==> src/rtl/camera_pkg.sv <==
`default_nettype none
// ============================================================================
// Package     : camera_pkg
// Description : Shared definitions for the OV7670 windowed capture path:
//               default sensor geometry, pixel-mode encodings, capture FSM
//               state encodings and the grayscale-to-RGB565 expansion helper.
// Revision    : 1.0 - initial release
// ============================================================================
package camera_pkg;

   // Default OV7670 VGA geometry
   localparam int H_ACTIVE_DEF = 640;
   localparam int V_ACTIVE_DEF = 480;

   // Pixel mode encodings (value of the mode input)
   localparam logic MODE_RGB565 = 1'b0;
   localparam logic MODE_GRAY   = 1'b1;

   // Capture FSM state encodings
   typedef logic [1:0] state_t;
   localparam state_t IDLE   = 2'd0;
   localparam state_t SYNC   = 2'd1;
   localparam state_t ACTIVE = 2'd2;
   localparam state_t SKIP   = 2'd3;

   // Replicate an 8-bit luma sample into all three RGB565 channels
   function automatic logic [15:0] gray_to_565(input logic [7:0] i_y);
      return {i_y[7:3], i_y[7:2], i_y[7:3]};
   endfunction

endpackage
`default_nettype wire

==> src/rtl/cam_sync_edge.sv <==
`default_nettype none
// ============================================================================
// Module      : cam_sync_edge
// Description : Registers the OV7670 bus (vsync, href, data byte) once and
//               derives single-cycle edge pulses from the registered values.
// Ports       : i_clk        pixel clock
//               i_rst_n      asynchronous active-low reset
//               i_vsync      raw frame sync
//               i_href       raw line valid
//               i_data       raw data byte
//               o_href       registered line valid
//               o_data       registered data byte
//               o_vsync_rise registered vsync rising edge pulse
//               o_vsync_fall registered vsync falling edge pulse
//               o_href_fall  registered href falling edge pulse
// Revision    : 1.0 - initial release
// ============================================================================
module cam_sync_edge (
   input  logic       i_clk,
   input  logic       i_rst_n,
   input  logic       i_vsync,
   input  logic       i_href,
   input  logic [7:0] i_data,
   output logic       o_href,
   output logic [7:0] o_data,
   output logic       o_vsync_rise,
   output logic       o_vsync_fall,
   output logic       o_href_fall
);

   logic       r_vsync;
   logic       r_vsync_d;
   logic       r_href;
   logic       r_href_d;
   logic [7:0] r_data;

   always_ff @(posedge i_clk or negedge i_rst_n) begin
      if (!i_rst_n) begin
         r_vsync   <= 1'b0;
         r_vsync_d <= 1'b0;
         r_href    <= 1'b0;
         r_href_d  <= 1'b0;
         r_data    <= 8'd0;
      end else begin
         r_vsync   <= i_vsync;
         r_vsync_d <= r_vsync;
         r_href    <= i_href;
         r_href_d  <= r_href;
         r_data    <= i_data;
      end
   end

   assign o_href       = r_href;
   assign o_data       = r_data;
   assign o_vsync_rise =  r_vsync & ~r_vsync_d;
   assign o_vsync_fall = ~r_vsync &  r_vsync_d;
   assign o_href_fall  = ~r_href  &  r_href_d;

endmodule
`default_nettype wire

==> src/rtl/camera_capture_win.sv <==
`default_nettype none
// ============================================================================
// Module      : camera_capture_win
// Description : OV7670 byte-pair capture with compile-time crop window and
//               power-of-two decimation. Builds RGB565 or replicated-Y
//               grayscale pixels, emits dense frame-buffer write addresses,
//               a frame-done strobe and a sticky per-frame error flag.
// Ports       : p_clock     pixel clock (rising edge)
//               rst_n       asynchronous active-low reset
//               enable      capture enable, latched at frame start
//               mode        0 = RGB565, 1 = grayscale, latched at frame start
//               vsync/href  sensor frame/line sync
//               p_data      sensor data byte
//               pixel_data  assembled pixel
//               pixel_valid one-cycle strobe qualifying pixel_data/wraddr
//               wraddr      frame-buffer write address
//               frame_done  one-cycle end-of-frame strobe
//               frame_err   sticky line/frame geometry error
// Revision    : 1.0 - initial release
// ============================================================================
module camera_capture_win
   import camera_pkg::*;
#(
   parameter int H_ACTIVE = H_ACTIVE_DEF,
   parameter int V_ACTIVE = V_ACTIVE_DEF,
   parameter int X0       = 0,
   parameter int Y0       = 0,
   parameter int WIN_W    = 640,
   parameter int WIN_H    = 480,
   parameter int DECIM    = 1,
   parameter int ADDR_W   = 19
) (
   input  logic              p_clock,
   input  logic              rst_n,
   input  logic              enable,
   input  logic              mode,
   input  logic              vsync,
   input  logic              href,
   input  logic [7:0]        p_data,
   output logic [15:0]       pixel_data,
   output logic              pixel_valid,
   output logic [ADDR_W-1:0] wraddr,
   output logic              frame_done,
   output logic              frame_err
);

   // x counts up to H_ACTIVE inclusive; y needs room to see V_ACTIVE+1
   localparam int XW = $clog2(H_ACTIVE + 1);
   localparam int YW = $clog2(V_ACTIVE + 2);

   localparam logic [XW-1:0] X_LO    = XW'(X0);
   localparam logic [XW-1:0] X_WIN   = XW'(WIN_W);
   localparam logic [XW-1:0] X_DMASK = XW'(DECIM - 1);
   localparam logic [XW-1:0] H_MAX   = XW'(H_ACTIVE);
   localparam logic [YW-1:0] Y_LO    = YW'(Y0);
   localparam logic [YW-1:0] Y_WIN   = YW'(WIN_H);
   localparam logic [YW-1:0] Y_DMASK = YW'(DECIM - 1);
   localparam logic [YW-1:0] V_MAX   = YW'(V_ACTIVE);
   localparam logic [YW-1:0] Y_SAT   = {YW{1'b1}};

   // ------------------------------------------------------------------
   // Bus registration and edge detection
   // ------------------------------------------------------------------
   logic       w_href;
   logic [7:0] w_data;
   logic       w_vs_rise;
   logic       w_vs_fall;
   logic       w_href_fall;

   cam_sync_edge u_sync (
      .i_clk        (p_clock),
      .i_rst_n      (rst_n),
      .i_vsync      (vsync),
      .i_href       (href),
      .i_data       (p_data),
      .o_href       (w_href),
      .o_data       (w_data),
      .o_vsync_rise (w_vs_rise),
      .o_vsync_fall (w_vs_fall),
      .o_href_fall  (w_href_fall)
   );

   // ------------------------------------------------------------------
   // Capture FSM
   // ------------------------------------------------------------------
   state_t r_state;
   state_t w_state_nxt;
   logic   r_en;
   logic   r_mode;

   always_ff @(posedge p_clock or negedge rst_n) begin
      if (!rst_n) r_state <= IDLE;
      else        r_state <= w_state_nxt;
   end

   always_comb begin
      w_state_nxt = r_state;
      case (r_state)
         IDLE:    if (w_vs_rise) w_state_nxt = SYNC;
         SYNC:    if (w_vs_fall) w_state_nxt = r_en ? ACTIVE : SKIP;
         ACTIVE:  if (w_vs_rise) w_state_nxt = SYNC;
         SKIP:    if (w_vs_rise) w_state_nxt = SYNC;
         default: w_state_nxt = IDLE;
      endcase
   end

   logic w_in_sync;
   logic w_byte_en;
   logic w_line_end;
   logic w_frame_end;

   // A byte arriving with the vsync rise is dropped so the last pixel strobe
   // always precedes frame_done by at least one cycle.
   always_comb begin
      w_in_sync   = 1'b0;
      w_byte_en   = 1'b0;
      w_line_end  = 1'b0;
      w_frame_end = 1'b0;
      case (r_state)
         SYNC:   w_in_sync = 1'b1;
         ACTIVE: begin
            w_byte_en   = w_href & ~w_vs_rise;
            w_line_end  = w_href_fall;
            w_frame_end = w_vs_rise;
         end
         default: ;
      endcase
   end

   // ------------------------------------------------------------------
   // Window, decimation and address datapath
   // ------------------------------------------------------------------
   logic [XW-1:0]     r_x;
   logic [YW-1:0]     r_y;
   logic              r_phase;
   logic [7:0]        r_hi;
   logic [ADDR_W-1:0] r_addr;
   logic [15:0]       r_pixel_data;
   logic              r_pixel_valid;
   logic [ADDR_W-1:0] r_wraddr;
   logic              r_frame_done;
   logic              r_frame_err;

   // Offsets from the window origin carry an extra borrow bit so "before the
   // window" is detected without comparing against a constant lower bound.
   logic [XW:0]       w_x_rel;
   logic [YW:0]       w_y_rel;
   logic              w_x_keep;
   logic              w_y_keep;
   logic              w_keep;
   logic              w_line_ok;
   logic              w_x_ok;
   logic              w_line_err;
   logic [YW-1:0]     w_y_next;
   logic [YW-1:0]     w_y_end;
   logic [15:0]       w_pixel;
   logic [ADDR_W-1:0] w_addr_next;

   always_comb begin
      w_x_rel     = {1'b0, r_x} - {1'b0, X_LO};
      w_y_rel     = {1'b0, r_y} - {1'b0, Y_LO};
      w_x_keep    = ~w_x_rel[XW] && (w_x_rel[XW-1:0] < X_WIN) &&
                    ((w_x_rel[XW-1:0] & X_DMASK) == '0);
      w_y_keep    = ~w_y_rel[YW] && (w_y_rel[YW-1:0] < Y_WIN) &&
                    ((w_y_rel[YW-1:0] & Y_DMASK) == '0);
      w_keep      = w_x_keep & w_y_keep;
      w_line_ok   = (r_y < V_MAX);
      w_x_ok      = (r_x < H_MAX);
      // Wrong length, dangling hi byte, or a line past the frame bottom
      w_line_err  = (r_x != H_MAX) | r_phase | ~w_line_ok;
      w_y_next    = (r_y == Y_SAT) ? r_y : r_y + YW'(1);
      w_y_end     = w_line_end ? w_y_next : r_y;
      w_pixel     = (r_mode == MODE_GRAY) ? gray_to_565(r_hi) : {r_hi, w_data};
      w_addr_next = (r_addr == {ADDR_W{1'b1}}) ? r_addr : r_addr + ADDR_W'(1);
   end

   always_ff @(posedge p_clock or negedge rst_n) begin
      if (!rst_n) begin
         r_en          <= 1'b0;
         r_mode        <= MODE_RGB565;
         r_x           <= '0;
         r_y           <= '0;
         r_phase       <= 1'b0;
         r_hi          <= 8'd0;
         r_addr        <= '0;
         r_pixel_data  <= 16'd0;
         r_pixel_valid <= 1'b0;
         r_wraddr      <= '0;
         r_frame_done  <= 1'b0;
         r_frame_err   <= 1'b0;
      end else begin
         r_pixel_valid <= 1'b0;
         r_frame_done  <= 1'b0;

         if (w_in_sync) begin
            r_en        <= enable;
            r_mode      <= mode;
            r_x         <= '0;
            r_y         <= '0;
            r_phase     <= 1'b0;
            r_addr      <= '0;
            r_wraddr    <= '0;
            r_frame_err <= 1'b0;
         end

         if (w_byte_en) begin
            if (!w_line_ok || !w_x_ok) begin
               r_frame_err <= 1'b1;
            end else if (!r_phase) begin
               r_hi    <= w_data;
               r_phase <= 1'b1;
            end else begin
               r_phase <= 1'b0;
               r_x     <= r_x + XW'(1);
               if (w_keep) begin
                  r_pixel_data  <= w_pixel;
                  r_pixel_valid <= 1'b1;
                  r_wraddr      <= r_addr;
                  r_addr        <= w_addr_next;
               end
            end
         end

         if (w_line_end) begin
            r_x     <= '0;
            r_phase <= 1'b0;
            r_y     <= w_y_next;
            if (w_line_err) r_frame_err <= 1'b1;
         end

         // Line-end result is folded in first via w_y_end / w_line_err
         if (w_frame_end) begin
            r_frame_done <= 1'b1;
            if ((w_line_end & w_line_err) | (w_y_end != V_MAX)) r_frame_err <= 1'b1;
         end
      end
   end

   assign pixel_data  = r_pixel_data;
   assign pixel_valid = r_pixel_valid;
   assign wraddr      = r_wraddr;
   assign frame_done  = r_frame_done;
   assign frame_err   = r_frame_err;

endmodule
`default_nettype wire

==> config.mk <==
export PLATFORM = sky130hd
export DESIGN_NAME = camera_capture_win
export DESIGN_NICKNAME = d
export VERILOG_FILES = /design/src/rtl/camera_pkg.sv /design/src/rtl/cam_sync_edge.sv /design/src/rtl/camera_capture_win.sv
export SDC_FILE = /design/constraint.sdc
export NUM_CORES = 1
export LEC_CHECK = 0
export BUFFER_PORTS_ARGS = -buffer_cell sky130_fd_sc_hd__buf_4
export CELL_PAD_IN_SITES_DETAIL_PLACEMENT = 0
export CELL_PAD_IN_SITES_GLOBAL_PLACEMENT = 2
export CORE_ASPECT_RATIO = 2
export CORE_MARGIN = 5
export CORE_UTILIZATION = 39
export CTS_BUF_LIST = sky130_fd_sc_hd__clkbuf_8
export CTS_CLUSTER_DIAMETER = 120
export CTS_CLUSTER_SIZE = 28
export DETAILED_ROUTE_END_ITERATION = 10
export PLACE_DENSITY_LB_ADDON = 0.25
export SYNTH_ARGS = -nofsm -noshare
export SYNTH_HDL_FRONTEND = slang
export SYNTH_SLANG_ARGS = --single-unit
==> constraint.sdc <==
create_clock -name p_clock -period 2.5 [get_ports p_clock]
set_input_delay 0.75 -clock p_clock [delete_from_list [all_inputs] [get_ports p_clock]]
set_output_delay 0.75 -clock p_clock [all_outputs]
set_load 0.005 [all_outputs]
======== Word-level counts from Yosys, hierarchy flattened ========
Cells that the tools add are included.
Widths: inputs -> output; s select.
cells by class
  $add $sub $neg .......................... 3
  magnitude comparators ................... 2
  equal/unequal tests ..................... 10
  mux-type cells .......................... 46
  bitwise logic cells ..................... 16
  reductions and logical operators ........ 9
operator list
  operator               count
  $mux 19                11
  $mux 10                5
  $mux 9                 4
  $mux 1                 22
  $add 19x1->19 const B  1
  $eq 19x19->1 const B   1
  $mux 11                1
  $add 10x1->10 const B  1
  $lt 10x10->1 const B   1
  $ne 10x10->1 const B   1
  $add 9x1->9 const B    1
  $eq 9x9->1 const B     1
  $lt 9x9->1 const B     1
  $ne 9x9->1 const B     1
  $not 1->1              7
  $and 1x1->1            6
  $ne 5x4->1 const B     1
  $eq 2x2->1 const B     2
  $mux 2                 2
  $ne 2x1->1 const B     2
  $pmux 2 s2             1
  $reduce_and 4->1       1
  $or 1x1->1             3
  $reduce_and 3->1       1
  7 further kinds        8
word-level totals
  register bits ........................... 101
  input port bits ......................... 14
  output and inout bits ................... 38
  word-level logic and storage cells ...... 104

======== Depth between registers and ports, before layout ========
  depth in word-level cells ............... 10
  depth in mapped cells ................... 7
  gate-level depth less buffers ........... 6

======== By module ========
Synthesis repeated with hierarchy kept, for this count alone.
second synthesis, totals
  cells, all modules ...................... 465
  area total of the unflattened synthesis .. 4613.2 um^2
modules (own cells, without submodules)
  module              times used  cells each  area an instance (um^2)  seq. area each (um^2)
  camera_capture_win  1           450         4291.6                   2227.1
  cam_sync_edge       1           15          321.6                    300.3

======== Worst setup path before layout ========
No wires, ideal clock.
  kind .................................... register to register
  start ................................... register r_addr[0]
  end ..................................... register r_addr[15]
  library setup time ...................... 78 ps
  data arrival time ....................... 1838 ps
  data required time ...................... 2422 ps
  path slack .............................. 584 ps
  stages on the path, launching flop included .. 8
  path buffers ............................ 1
  period minus slack after synthesis ...... 1916 ps
  cells stage by stage .................... dfrtp_1 > ha_1 > and3_1 > nor2b_1 > and2_1 > clkbuf_1 > or4_1 > a21oi_1
between the ends
  word-level cells in the longest chain between the ends .. 6
  elaborated cells between the ends (all ways) .. 8
  those cells by class .................... add/sub: 1; eq/ne: 2; mux: 5
ends and longest elaborated chain
  element                 RTL line                   source
  from (decl)             camera_capture_win.sv:137  logic [ADDR_W-1:0] r_addr;
  from (signal assigned)  camera_capture_win.sv:219  r_addr <= w_addr_next;
  $add 19x1->19           camera_capture_win.sv:174  w_addr_next = (r_addr == {ADDR_W{1'b1}}) ? r_addr : r_addr + ADDR_W'(1);
  $mux 19                 camera_capture_win.sv:174
  $mux 19                 camera_capture_win.sv:215  if (w_keep) begin
  $mux 19                 camera_capture_win.sv:209  end else if (!r_phase) begin
  $mux 19                 camera_capture_win.sv:207  if (!w_line_ok || !w_x_ok) begin
  $mux 19                 camera_capture_win.sv:206  if (w_byte_en) begin
Several ways; a longest one is shown, not always the timed one. The select of a mux whose other input is x is not followed.
A chain may end at the register's enable or synchronous reset.

======== Final worst setup path ========
  start ................................... register r_y[6]
  end ..................................... register r_addr[0]
between the ends
  word-level cells in the longest chain between the ends .. 6
  elaborated cells between the ends (all ways) .. 9
  those cells by class .................... order compare: 1; eq/ne: 1; mux: 4; bitwise: 1; reduce/logical: 2
ends and longest elaborated chain
  element                 RTL line                                              source
  from (decl)             camera_capture_win.sv:134                             logic [YW-1:0] r_y;
  from (signal assigned)  camera_capture_win.sv:227                             r_y <= w_y_next;
  $lt 9x9->1 (*)          camera_capture_win.sv:164, camera_capture_win.sv:167
  $and 1x1->1             camera_capture_win.sv:166                             w_keep = w_x_keep & w_y_keep;
  $mux 19                 camera_capture_win.sv:215
  $mux 19                 camera_capture_win.sv:209
  $mux 19                 camera_capture_win.sv:207
  $mux 19                 camera_capture_win.sv:206
Mark *: on every way between the ends. The rest lies on a longest branch, timed or not.

==> impl_results.md <==
- Status: finished, final reports clean
- Overflow after GRT: 0
- Simple-gate share of the synthesized area: 23.2%
- Final Hold Fails: 0
- Initial antenna violation count: 0
- Slew margin rel.: approximately 51%
- Setup Slack @ Placement: 453 ps
- Most used DFF post-synth: dfrtp_1
- Placed cell areas: 5210 µm²
- CTS Buffer Depth: 2
- #FFs+latches synth: just over 100
- Placer Congestion: 0.845
- DR iter-0 viols: around 140
- Fmax: 0.479 GHz
- # hold bufs at CTS: 0
- N_diodes: 0
- Crit-path max FO: 34
- M1 wire length: 4.31 mm
- Routed len/inst: 17.9 µm
- Top Metal Used: met4
- # rows: 56
- # fillers: 1180
- Hold WC Path Type: input port to asynchronous set/reset pin
- PD cells: about 650 nW/µm²
- Number of distinct library cells after synthesis: 54
- Mux contribution to synthesized area: 5.24%
- Slew Viols, Final: 0
- Post-route cell area: about 5400 µm²
- Synthesized cell area: ~4600 µm²
- Layout cell share with drive strength beyond 1: 19.7%
- Met3 WL: 421 µm
- Number of clock sinks: 101
- Synth top area cells: dfrtp_1 55%, nand2_1 7.3%, nand3_1 4.2%, o21ai_0 3.5%, mux2i_1 3.0%
- Crit share post-route: 83.4%
- YS warnings: 0
- Final setup margin: 414 ps
- Syn nets: 479
- Synth Area in XOR/XNOR: 1.52%
- Drt total wl: 12.0 mm
- Kind of critical path: register to register
- Area Overhead vs Synth: 17.0%
- Post-CTS Setup Inserts: 0
- Reg clk slew, reported paths: roughly 100 ps
- Critical path endpoint category: register
- Synth top cells by count: 101 x dfrtp_1, 90 x nand2_1, 39 x nand3_1
- Critical Path AT: 2340 ps
- Wire length on met2: 6.95 mm
- I/O Buffers: 51
- Largest net degree at the start of global routing: a little over 40
- Largest family of logic cells by synthesized area: simple AND/OR/NAND/NOR gates
- Peak VDD IR: approximately 0.26 mV
- Maximum Capacitance Violations: 0
- Initial core utilization: 39.6%
- Nets: 535
- Post-route DRC: 0
- Fin crit period: between 2000 and 2500 ps
- Post-synth top area share: 54.9%
- Post-Synth Adder-Cell Area: 1.09%
- Core Area: 11600 µm²
- Clock root cell: clkbuf_8
- Final HPWL DP: between 8 and 9 mm
- Synth async-reset ratio: 100%
- Sum of negative setup slack: 0 ps
- Final Skew: 10.1 ps
- Sequential share of the synthesized area: 54.9%
- Ports: 52
- Pre-antenna DRT Iters: 4
- Synth Area in Compound Gates: between 10% and 20%
- Worst Path Required: 2760 ps
- Slew @ Worst Pin: 727 ps
- Sequential cell area: 2530 µm²
- H-tree depth: 3
- Setup violators final: 0
- First-pass GRT wire length: between 15 and 20 mm
- Fin util: 46.3%
- Number of routed nets with antenna violations: 0
- Gate Count Post-Synth: 461
- Multi-input logic area: 1930 µm²
- Number of global-route vias before repair: 3832
- Total CTS buffers: 9
- Pwr Total: 3520 µW
- Die W: 86.8 µm
- CTS tree: built
- All-layer global routing usage: 17.8%
- Via count: 3655
- Worst skew pair latency: approximately 370 ps
- RSZ-0062 raised after global routing: false
- Syn Area/Cell: 9.99 µm²
- Die ar.: 14200 µm²
- Cell taking the most area after synthesis: dfrtp_1
- Gates resized, CTS repair: 0
- EDFF count, synth: 0
- Startpoint types: register
- Via-to-Cell Ratio: 5.48
- Die Y-Extent: about 160 µm
- Lkg Pwr: 0.00257 µW
- Count leader, synth: dfrtp_1
worst max-delay path, cell delays in order (launching register included):
cell and delay (ps):
dfrtp_1 470, nand4_1 280, and4_4 340, nand2_2 140, buf_4 340, nor2_1 110
mux2_2 270
state kept, by name, summed over array words and instances (netlist names), 2 cells and up:
signal	flops
pixel_data	16
r_addr	19
r_hi	8
r_state	2
r_x	10
r_y	9
u_sync.o_data	8
wraddr	19
cell families (layout without fill, tap and decap cells):
kind of cell	Yosys count	in the layout
adders and majority gates	4	4
xor gates and xnor gates	8	8
buffers and inverters	35	96
AOI/OAI and AO/OA	80	80
and+or+nand+nor	210	210
DFF	101	101
muxes	23	23
worst paths after layout:
kind,startpoint,endpoint,slack (ps),cells after the start
min,rst_n,pixel_data[2],270,1
min reg2reg,u_sync.r_vsync,u_sync.r_vsync_d,420,0
max in group asynchronous,rst_n,r_x[3],1600,2
max reg2reg,r_y[6],r_addr[0],410,6
min in group p_clock,u_sync.r_vsync,u_sync.r_vsync_d,420,0
max,r_y[6],r_addr[0],410,6
layout by cell type, fill, tap and decap left out, drive strengths merged, types with 2 or more instances in the layout:
| cell type | netlist | routed |
|---|---|---|
| a311oi | 2 | 2 |
| ha | 4 | 4 |
| a21oi | 15 | 15 |
| nand3 | 39 | 39 |
| a32o | 2 | 2 |
| nor4b | 2 | 2 |
| and2 | 6 | 6 |
| o31ai | 6 | 6 |
| nand2 | 90 | 90 |
| nand2b | 3 | 3 |
| xnor2 | 3 | 3 |
| nand4 | 14 | 14 |
| and4 | 5 | 5 |
| or3 | 3 | 3 |
| o2111ai | 2 | 2 |
| inv | 12 | 13 |
| clkinvlp | 0 | 3 |
| nor4 | 5 | 5 |
| nor3 | 6 | 6 |
| clkbuf | 12 | 10 |
| o21ai | 33 | 33 |
| nor2b | 4 | 4 |
| and3 | 7 | 7 |
| a211oi | 2 | 2 |
| clkinv | 0 | 2 |
| or4 | 5 | 5 |
| mux2i | 14 | 14 |
| buf | 11 | 68 |
| nor2 | 15 | 15 |
| dfrtp | 101 | 101 |
| a31oi | 6 | 6 |
| a41oi | 4 | 4 |
| mux2 | 9 | 9 |
| xor2 | 5 | 5 |
| a22o | 2 | 2 |
layer usage:
layer  track usage [%]  vias to the layer above
li1                  -                     1762
met1              18.5                     1807
met2              34.3                       66
met3              3.13                       20
met4              6.74                        0
met5                 0                        -
stage by stage:
stage,cells,hold slack [ps]
after floorplan,461,374
after CTS,667,269
after global placement,651,390
after global routing,667,280
after detailed placement,651,394
final,667,270
where the power goes:
part           total, µW  internal [µW]  leakage (µW)  switching, µW
Combinational        611            288       0.00112            323
Clock                957            385     0.0000857            572
Sequential          1950           1790       0.00136            159
Total               3520           2460       0.00257           1050
area by class of cell:
cell class                      count  share of cell area (%)
Sequential cell                   101                    46.9
Multi-Input combinational cell    325                    35.9
Timing Repair Buffer               68                    9.71
Tap cell                          145                    3.37
Clock buffer                       10                    2.56
Inverter                           12                   0.836
Clock inverter                      6                   0.743
Power figures use the tool's default switching activity.
